==> config.mk <==
export PLATFORM = sky130hd
export DESIGN_NAME = fetch_unit_flat
export DESIGN_NICKNAME = d
export VERILOG_FILES = /design/src/rtl/fetch_unit_if.sv /design/src/rtl/fetch_unit.sv /design/src/flat_wrapper.sv
export SDC_FILE = /design/constraint.sdc
export NUM_CORES = 1
export LEC_CHECK = 0
export CORE_MARGIN = 5
export CORE_UTILIZATION = 55
export CTS_CLUSTER_SIZE = 20
export DETAILED_ROUTE_END_ITERATION = 10
export GPL_TIMING_DRIVEN = 0
export PLACE_DENSITY = 0.82
export SYNTH_ARGS = -nofsm -noshare
export SYNTH_HDL_FRONTEND = slang
export SYNTH_SLANG_ARGS = --single-unit
==> constraint.sdc <==
create_clock -name clk -period 7 [get_ports clk]
set_clock_uncertainty 0.2 [all_clocks]
set_input_delay 1.4 -clock clk [delete_from_list [all_inputs] [get_ports clk]]
set_output_delay 1.4 -clock clk [all_outputs]
set_load 0.03 [all_outputs]
==> src/rtl/fetch_unit_if.sv <==
// Fetch-unit bus bundle: instruction-memory request/response,
// redirect input and the prefetch-queue head towards decode.
interface fetch_unit_if #(
    parameter int ADDR_W  = 32,
    parameter int INSTR_W = 32,
    parameter int DEPTH   = 4
);
    localparam int CW = $clog2(DEPTH + 1);

    logic               imem_req;
    logic [ADDR_W-1:0]  imem_addr;
    logic               imem_ack;
    logic [INSTR_W-1:0] imem_rdata;
    logic               redirect;
    logic [ADDR_W-1:0]  redirect_pc;
    logic               ir_valid;
    logic [INSTR_W-1:0] ir;
    logic [ADDR_W-1:0]  ir_pc;
    logic               ir_ready;
    logic [CW-1:0]      count;

    modport master (
        output imem_req, imem_addr,
        input  imem_ack, imem_rdata,
        input  redirect, redirect_pc,
        output ir_valid, ir, ir_pc,
        input  ir_ready,
        output count
    );

    modport slave (
        input  imem_req, imem_addr,
        output imem_ack, imem_rdata,
        output redirect, redirect_pc,
        input  ir_valid, ir, ir_pc,
        output ir_ready,
        input  count
    );
endinterface

==> src/rtl/fetch_unit.sv <==
// Stallable fetch stage: owns the PC, keeps one request in flight
// and buffers PC-tagged instructions in a circular prefetch queue.
module fetch_unit #(
    parameter int                ADDR_W   = 32,
    parameter int                INSTR_W  = 32,
    parameter int                DEPTH    = 4,
    parameter logic [ADDR_W-1:0] RESET_PC = '0,
    parameter int                PC_STEP  = 1
) (
    input  logic          clk,
    input  logic          rst_n,
    fetch_unit_if.master  bus
);
    localparam int CW = $clog2(DEPTH + 1);
    localparam int PW = $clog2(DEPTH);

    localparam logic [1:0] IDLE = 2'd0;
    localparam logic [1:0] BUSY = 2'd1;
    localparam logic [1:0] KILL = 2'd2;

    localparam logic [CW-1:0]     DEPTH_C = CW'(DEPTH);
    localparam logic [ADDR_W-1:0] STEP    = ADDR_W'(PC_STEP);

    logic [1:0]         state;
    logic [ADDR_W-1:0]  addr;
    logic [ADDR_W-1:0]  next_pc;
    logic [CW-1:0]      count;
    logic [CW-1:0]      count_next;
    logic [PW-1:0]      wptr;
    logic [PW-1:0]      rptr;
    logic               ack;
    logic               push;
    logic               pop;
    logic               room;

    logic [INSTR_W-1:0] q_ir [DEPTH];
    logic [ADDR_W-1:0]  q_pc [DEPTH];

    assign ack  = bus.imem_ack && (state != IDLE);
    assign push = ack && (state == BUSY) && !bus.redirect;
    assign pop  = (count != '0) && bus.ir_ready;

    assign count_next = count + CW'(push) - CW'(pop);
    // A new request is only issued when its data is sure to have a slot.
    assign room = count_next < DEPTH_C;

    assign bus.imem_req  = (state != IDLE);
    assign bus.imem_addr = addr;
    assign bus.count     = count;
    assign bus.ir_valid  = (count != '0);
    assign bus.ir        = q_ir[rptr];
    assign bus.ir_pc     = q_pc[rptr];

    always_ff @(posedge clk) begin
        if (!rst_n) begin
            state   <= IDLE;
            addr    <= RESET_PC;
            next_pc <= RESET_PC;
            count   <= '0;
            wptr    <= '0;
            rptr    <= '0;
        end else if (bus.redirect) begin
            count   <= '0;
            wptr    <= '0;
            rptr    <= '0;
            next_pc <= bus.redirect_pc;
            // An unacked request must finish before the new target is issued.
            if (state == IDLE || ack) begin
                state <= BUSY;
                addr  <= bus.redirect_pc;
            end else begin
                state <= KILL;
            end
        end else begin
            count <= count_next;
            if (push) wptr <= wptr + PW'(1);
            if (pop)  rptr <= rptr + PW'(1);
            case (state)
                IDLE: begin
                    if (room) begin
                        state <= BUSY;
                        addr  <= next_pc;
                    end
                end
                BUSY: begin
                    if (ack) begin
                        next_pc <= addr + STEP;
                        if (room) addr  <= addr + STEP;
                        else      state <= IDLE;
                    end
                end
                KILL: begin
                    if (ack) begin
                        state <= BUSY;
                        addr  <= next_pc;
                    end
                end
                default: state <= IDLE;
            endcase
        end
    end

    always_ff @(posedge clk) begin
        if (push && rst_n) begin
            q_ir[wptr] <= bus.imem_rdata;
            q_pc[wptr] <= addr;
        end
    end
endmodule

==> src/flat_wrapper.sv <==
// flat-port wrapper written by rule: the top's interface ports become plain ports
module fetch_unit_flat 
#(
    parameter int                ADDR_W   = 32,
    parameter int                INSTR_W  = 32,
    parameter int                DEPTH    = 4,
    parameter logic [ADDR_W-1:0] RESET_PC = '0,
    parameter int                PC_STEP  = 1
)
  (clk, rst_n, bus_imem_req, bus_imem_addr, bus_imem_ack, bus_imem_rdata, bus_redirect, bus_redirect_pc, bus_ir_valid, bus_ir, bus_ir_pc, bus_ir_ready, bus_count);
  fetch_unit_if #(.ADDR_W(ADDR_W), .INSTR_W(INSTR_W), .DEPTH(DEPTH)) bus_i ();
  input  logic clk;
  input  logic rst_n;
  output wire logic [$bits(bus_i.imem_req)-1:0] bus_imem_req;
  output wire logic [$bits(bus_i.imem_addr)-1:0] bus_imem_addr;
  input wire logic [$bits(bus_i.imem_ack)-1:0] bus_imem_ack;
  input wire logic [$bits(bus_i.imem_rdata)-1:0] bus_imem_rdata;
  input wire logic [$bits(bus_i.redirect)-1:0] bus_redirect;
  input wire logic [$bits(bus_i.redirect_pc)-1:0] bus_redirect_pc;
  output wire logic [$bits(bus_i.ir_valid)-1:0] bus_ir_valid;
  output wire logic [$bits(bus_i.ir)-1:0] bus_ir;
  output wire logic [$bits(bus_i.ir_pc)-1:0] bus_ir_pc;
  input wire logic [$bits(bus_i.ir_ready)-1:0] bus_ir_ready;
  output wire logic [$bits(bus_i.count)-1:0] bus_count;
  assign bus_imem_req = bus_i.imem_req;
  assign bus_imem_addr = bus_i.imem_addr;
  assign bus_i.imem_ack = bus_imem_ack;
  assign bus_i.imem_rdata = bus_imem_rdata;
  assign bus_i.redirect = bus_redirect;
  assign bus_i.redirect_pc = bus_redirect_pc;
  assign bus_ir_valid = bus_i.ir_valid;
  assign bus_ir = bus_i.ir;
  assign bus_ir_pc = bus_i.ir_pc;
  assign bus_i.ir_ready = bus_ir_ready;
  assign bus_count = bus_i.count;
  fetch_unit #(.ADDR_W(ADDR_W), .INSTR_W(INSTR_W), .DEPTH(DEPTH), .RESET_PC(RESET_PC), .PC_STEP(PC_STEP)) u_core (.clk(clk), .rst_n(rst_n), .bus(bus_i));
endmodule
# [Word-level counts from Yosys, hierarchy flattened]
# Memories as Yosys holds them, arrays and structs flattened. A register that Yosys moved wholly into a read port is not among the register bits.
# Cells that the tools add are included.
[word_totals] output_inout_bits=101 wordCells=63 memories=2 ramBits=256 regBits=73
[mem_list] name="u_core.q_ir" words=4 word_bits=32 rd=1 rd_clocked_by_memory_dff=1 write_ports=1 line_no="fetch_unit.sv:36" rtl="logic [INSTR_W-1:0] q_ir [DEPTH];"
[mem_list] name="u_core.q_pc" words=4 word_bits=32 rd=1 rd_clocked_by_memory_dff=1 write_ports=1 line_no="fetch_unit.sv:37" rtl="logic [ADDR_W-1:0] q_pc [DEPTH];"
[op_classes] n_reduce_logical=17 n_eq_ne=8 addsub=5 bitwise=1 muxes=23 n_lt_le_gt_ge=1
[op_table] op="$mux W32" n=9
[op_table] op="$pmux W32 S3" n=1
[op_table] op="$add A32 B1 Y32 const B" n=1
[op_table] op="$mux W2" n=10
[op_table] op="$ne A3 B2 Y1 const B" n=4
[op_table] op="$pmux W2 S3" n=1
[op_table] op="$reduce_and A6 Y1" n=1
[op_table] op="$reduce_bool A2 Y1" n=3
[op_table] op="$logic_and A1 B1 Y1" n=5
[op_table] op="$add A2 B1 Y2 const B" n=2
[op_table] op="$reduce_and A4 Y1" n=1
[op_table] op="$reduce_bool A4 Y1" n=1
[op_table] op="$add A3 B1 Y3" n=1
[op_table] op="$lt A3 B3 Y1 const B" n=1
[op_table] op="$ne A3 B3 Y1 const B" n=1
[op_table] op="$reduce_bool A3 Y1" n=1
[op_table] op="$sub A3 B1 Y3" n=1
[op_table] op="$eq A2 B1 Y1 const B" n=1
[op_table] op="$eq A2 B2 Y1 const B" n=1
[op_table] op="$logic_not A2 Y1" n=1
[op_table] op="$mux W1" n=2
[op_table] op="$ne A2 B1 Y1 const B" n=1
[op_table] op="$reduce_and A2 Y1" n=1
[op_table] op="$reduce_or A2 Y1" n=1
[op_table] op="other kinds (3)" n=3

# [Logic depth before layout (Yosys ltp)]
[logic_depth] depth_word=11 ltp_mapped=12

# [Worst setup path after synthesis]
# Ideal clock, no wire load.
[synth_timing] path_kind="input -> register" start="input port bus_redirect" end="register u_core.addr[21], in the netlist u_core.bus.imem_addr[21]" path_slack_ps=2437 arrival_ps=4248 required_time_ps=6685 setup_ps=115 cell_stages=12 path_cell_list="clkbuf_1 -> clkbuf_1 -> buf_1 -> nor2_1 -> ha_1 -> fa_1 -> xor3_1 -> nor3_1 -> or3_1 -> clkbuf_1 -> o21a_1 -> o21a_1"
[synth_between] elab_chain_len=7
[synth_rtl] item="from (decl)" line_no="flat_wrapper.sv:18" rtl="input wire logic [$bits(bus_i.redirect)-1:0] bus_redirect;"
[synth_rtl] item="$logic_not A1 Y1" line_no="fetch_unit.sv:40" rtl="assign push = ack && (state == BUSY) && !bus.redirect;"
[synth_rtl] item="$logic_and A1 B1 Y1" line_no="fetch_unit.sv:40"
[synth_rtl] item="$add A3 B1 Y3" line_no="fetch_unit.sv:43" rtl="assign count_next = count + CW'(push) - CW'(pop);"
[synth_rtl] item="$sub A3 B1 Y3" line_no="fetch_unit.sv:43"
[synth_rtl] item="$lt A3 B3 Y1" line_no="fetch_unit.sv:45" rtl="assign room = count_next < DEPTH_C;"
[synth_rtl] item="$ne A3 B2 Y1 (no source line)"
[synth_rtl] item="$reduce_and A6 Y1 (no source line)"
[synth_rtl] item="to (signal assigned)" line_no="fetch_unit.sv:70" rtl="addr <= bus.redirect_pc;"
[synth_rtl] item="to (signal assigned)" line_no="fetch_unit.sv:82" rtl="addr <= next_pc;"
[synth_rtl] item="to (signal assigned)" line_no="fetch_unit.sv:88" rtl="if (room) addr <= addr + STEP;"
[synth_rtl] item="to (decl)" line_no="fetch_unit.sv:25" rtl="logic [ADDR_W-1:0] addr;"
# Parallel ways exist; a longest one is shown, timed or not.
# A chain may end at the register's enable or synchronous reset.

# [Worst setup path after layout]
[layout_timing] start="input port bus_redirect" end="register u_core.addr[0], in the netlist u_core.bus.imem_addr[0]"
# Same word-level chain as after synthesis.

==> impl_results.md <==
- Outcome: finished, final reports clean
- Diode count: 0
- Number of synthesized flops with an enable pin: 256
- Maximum clock rate: 164 MHz
- Post-DP Area: 16000 um^2
- Antenna-violating nets left: 0
- Number of global-route vias before repair: 9161
- Commonest non-fill, non-tap cells in the layout: 256 x edfxtp_1, 168 x clkdlybuf4s50_1, 75 x dfxtp_1
- Share of layout cells above drive strength 1: 0.125
- Leak: 5.51 nW
- Clock transition at path regs: 0.06 ns
- Worst path required time: ~7.2 ns
- DIE AREA: 28200 um^2
- DR WL/cell: roughly 23 um
- Most common cell after layout, fill and taps aside: edfxtp_1
- Post-CTS sizing: 0
- Row cnt: 57
- Fin Setup TNS: 0 ns
- Root Buffer Master: clkbuf_16
- Ys flop type: edfxtp_1
- Final Routed Wirelength: about 34000 um
- Synth warn: 0
- Setup violators final: 0
- FILL cells: 1637
- CP max FO: 10
- Worst slew pin tran: 0.967 ns
- # clock sinks: around 330
- Final Hold Viols: 0
- Power per cell area: between 200 and 300 nW/um^2
- Post-synth top area cell: edfxtp_1
- Clk_lat worst skew: 0.51 ns
- Width of the die: 168 um
- Seq/Total Area, Yosys: 0.669
- Layout Nets: roughly 1200
- Vias/cell: 6.19
- Post-Syn Area: 13700 um^2
- Fin crit period: 6.10 ns
- Hold buffers post-CTS: 0
- First-pass GRT wire length: 53000 um
- Fin Hold WS: 0.278 ns
- Core area: 24500 um^2
- Max_cap viols: 0
- Post-synth cell types: 68
- Ratio of final minimum period to clock period: 0.871
- Post-DP HPWL: 22000 um
- Worst min-delay path category: register to register
- Area Growth Syn to Fin: 23.6%
- Detailed-router iteration count before antenna repair: 7
- Max-slew violation count: 0
- Maximum VDD drop: approximately 0.18 mV
- Routed via count: 9058
- Crit Path Class: primary input to register
- Initial core utilization: 0.562
- Area contributors post-synth: edfxtp_1 56%, dfxtp_1 11%, mux4_2 10%, o21ai_0 1.5%, nand2_1 1.4%
- Drc violations: 0
- Yosys reg bits: 331
- Die H: 168 um
- Slowest CP cell: nor3_1
- Post-CTS Setup Bufs: 0
- Syn Area/Cell: 15.2 um^2
- Clock tree from TritonCTS: yes
- Io pins: 170
- H-tree levels: 2
- Cell mode on critical path: clkbuf_1
- Final Cell Area: 17000 um^2
- Crit path largest cell delay: around 0.8 ns
- Total power: ~4.4 mW
- Overall Global Routing Usage: 0.240
- Crit start category: primary input
- Synth Net Count: 983
- DR iter-0 viols: 1052
- Arrival time at the worst endpoint: roughly 6.3 ns
- Clock Path Buffers: 3
- Crit. End Element: register
- Area share of the largest cell type after synthesis: 0.559
- Antenna violations before repair: 1
- Largest net degree at the start of global routing: 60
- Aggregate global routing overflow: 0
- Cell count after synthesis: 906
- TritonCTS Buffers: 35
- RSZ-0062 raised after global routing: false
- Gpl congestion: 0.943
- Core Util, Final: 0.694
- Buffers on Ports: 168
- Ys async rst share: 0
- Rel. slew slack: 0.350
- CP Cell Sequence: clkdlybuf4s50_1 > clkbuf_1 > clkbuf_1 > buf_1 > nor2_1 > ha_1 > fa_1 > xor3_1 > nor3_1 > nor3_1 > clkbuf_1 > o211ai_1 > o211a_1
[metrics by stage]
step	cells	setup WS, ns
3_5_place_dp	1402	0.626
6_report	1463	0.901
4_1_cts	1463	1.13
5_1_grt	1463	0.728
3_3_place_gp	1398	0.567
2_1_floorplan	906	2.44
[critical path: cells and delay by family]
kind,cells,cell delay (ns)
buffers and inverters,5,2.41
adders and majority gates,2,0.61
and+or+nand+nor,3,1.05
xor gates and xnor gates,1,0.44
AOI/OAI and AO/OA,2,0.38
[final timing paths]
kind                startpoint                      end  slack, ns  cells past startpoint
min          u_core.next_pc[1]        u_core.next_pc[1]       0.28                      2
max reg2reg    u_core.state[1]  u_core.bus.imem_addr[0]       1.94                     12
max               bus_redirect  u_core.bus.imem_addr[0]       0.90                     13
min reg2reg  u_core.next_pc[1]        u_core.next_pc[1]       0.28                      2
[cell usage after synthesis (all sizes together), types with 10 or more instances]
cell type and number:
clkbuf 50, nor2 40, a21oi 32, nand4 12, nand3 29, dfxtp 75
nand2 51, o21ai 51, xnor2 14, a22o 18, edfxtp 256, a21boi 10
a22oi 10, mux4 64, buf 16, nor4 10, inv 12, xor2 14
and3 10, nor3 14, o21a 12
[where the power goes]
group	leakage [nW]	switching (mW)	internal [mW]
clock network	0.504	0.713	0.962
logic	2.05	0.265	0.184
registers	2.96	0.0697	2.17
[kinds of logic after synthesis]
kind of cell | synth area share
simple gates | 0.0808
compound gates | 0.0931
buf+inv | 0.0229
fa+ha+maj | 0.00783
flops | 0.669
xor+xnor | 0.0196
mux | 0.107
[registers in the layout, indices dropped and copies added, names as in the netlist, named ones only]
| name | cells |
|---|---|
| u_core.q_ir | 128 |
| u_core.q_pc | 128 |
| u_core.bus.imem_addr | 32 |
| u_core.next_pc | 32 |
| u_core.bus.count | 3 |
| u_core.rptr | 2 |
| u_core.state | 2 |
| u_core.wptr | 2 |
[routing by layer]
layer | vias to the layer above | GRT usage | routed length (um)
li1 | 3997 | - | -
met1 | 4480 | 0.320 | 13600
met2 | 489 | 0.391 | 16500
met3 | 90 | 0.0589 | 3200
met4 | 2 | 0.0801 | 1040
met5 | - | 0 | 13
[cell type report]
cell class / instances / area, um^2 / area share
buffer: 66 / 270 / 0.0159
clock buffer: 47 / 963 / 0.0567
inverter: 12 / 45.0 / 0.00265
timing repair buffer: 172 / 1790 / 0.106
tap: 324 / 405 / 0.0239
sequential: 331 / 9190 / 0.541
multi-input combinational: 497 / 4260 / 0.251
clock inverter: 14 / 60.1 / 0.00354
(Power assumes the default switching activity.)
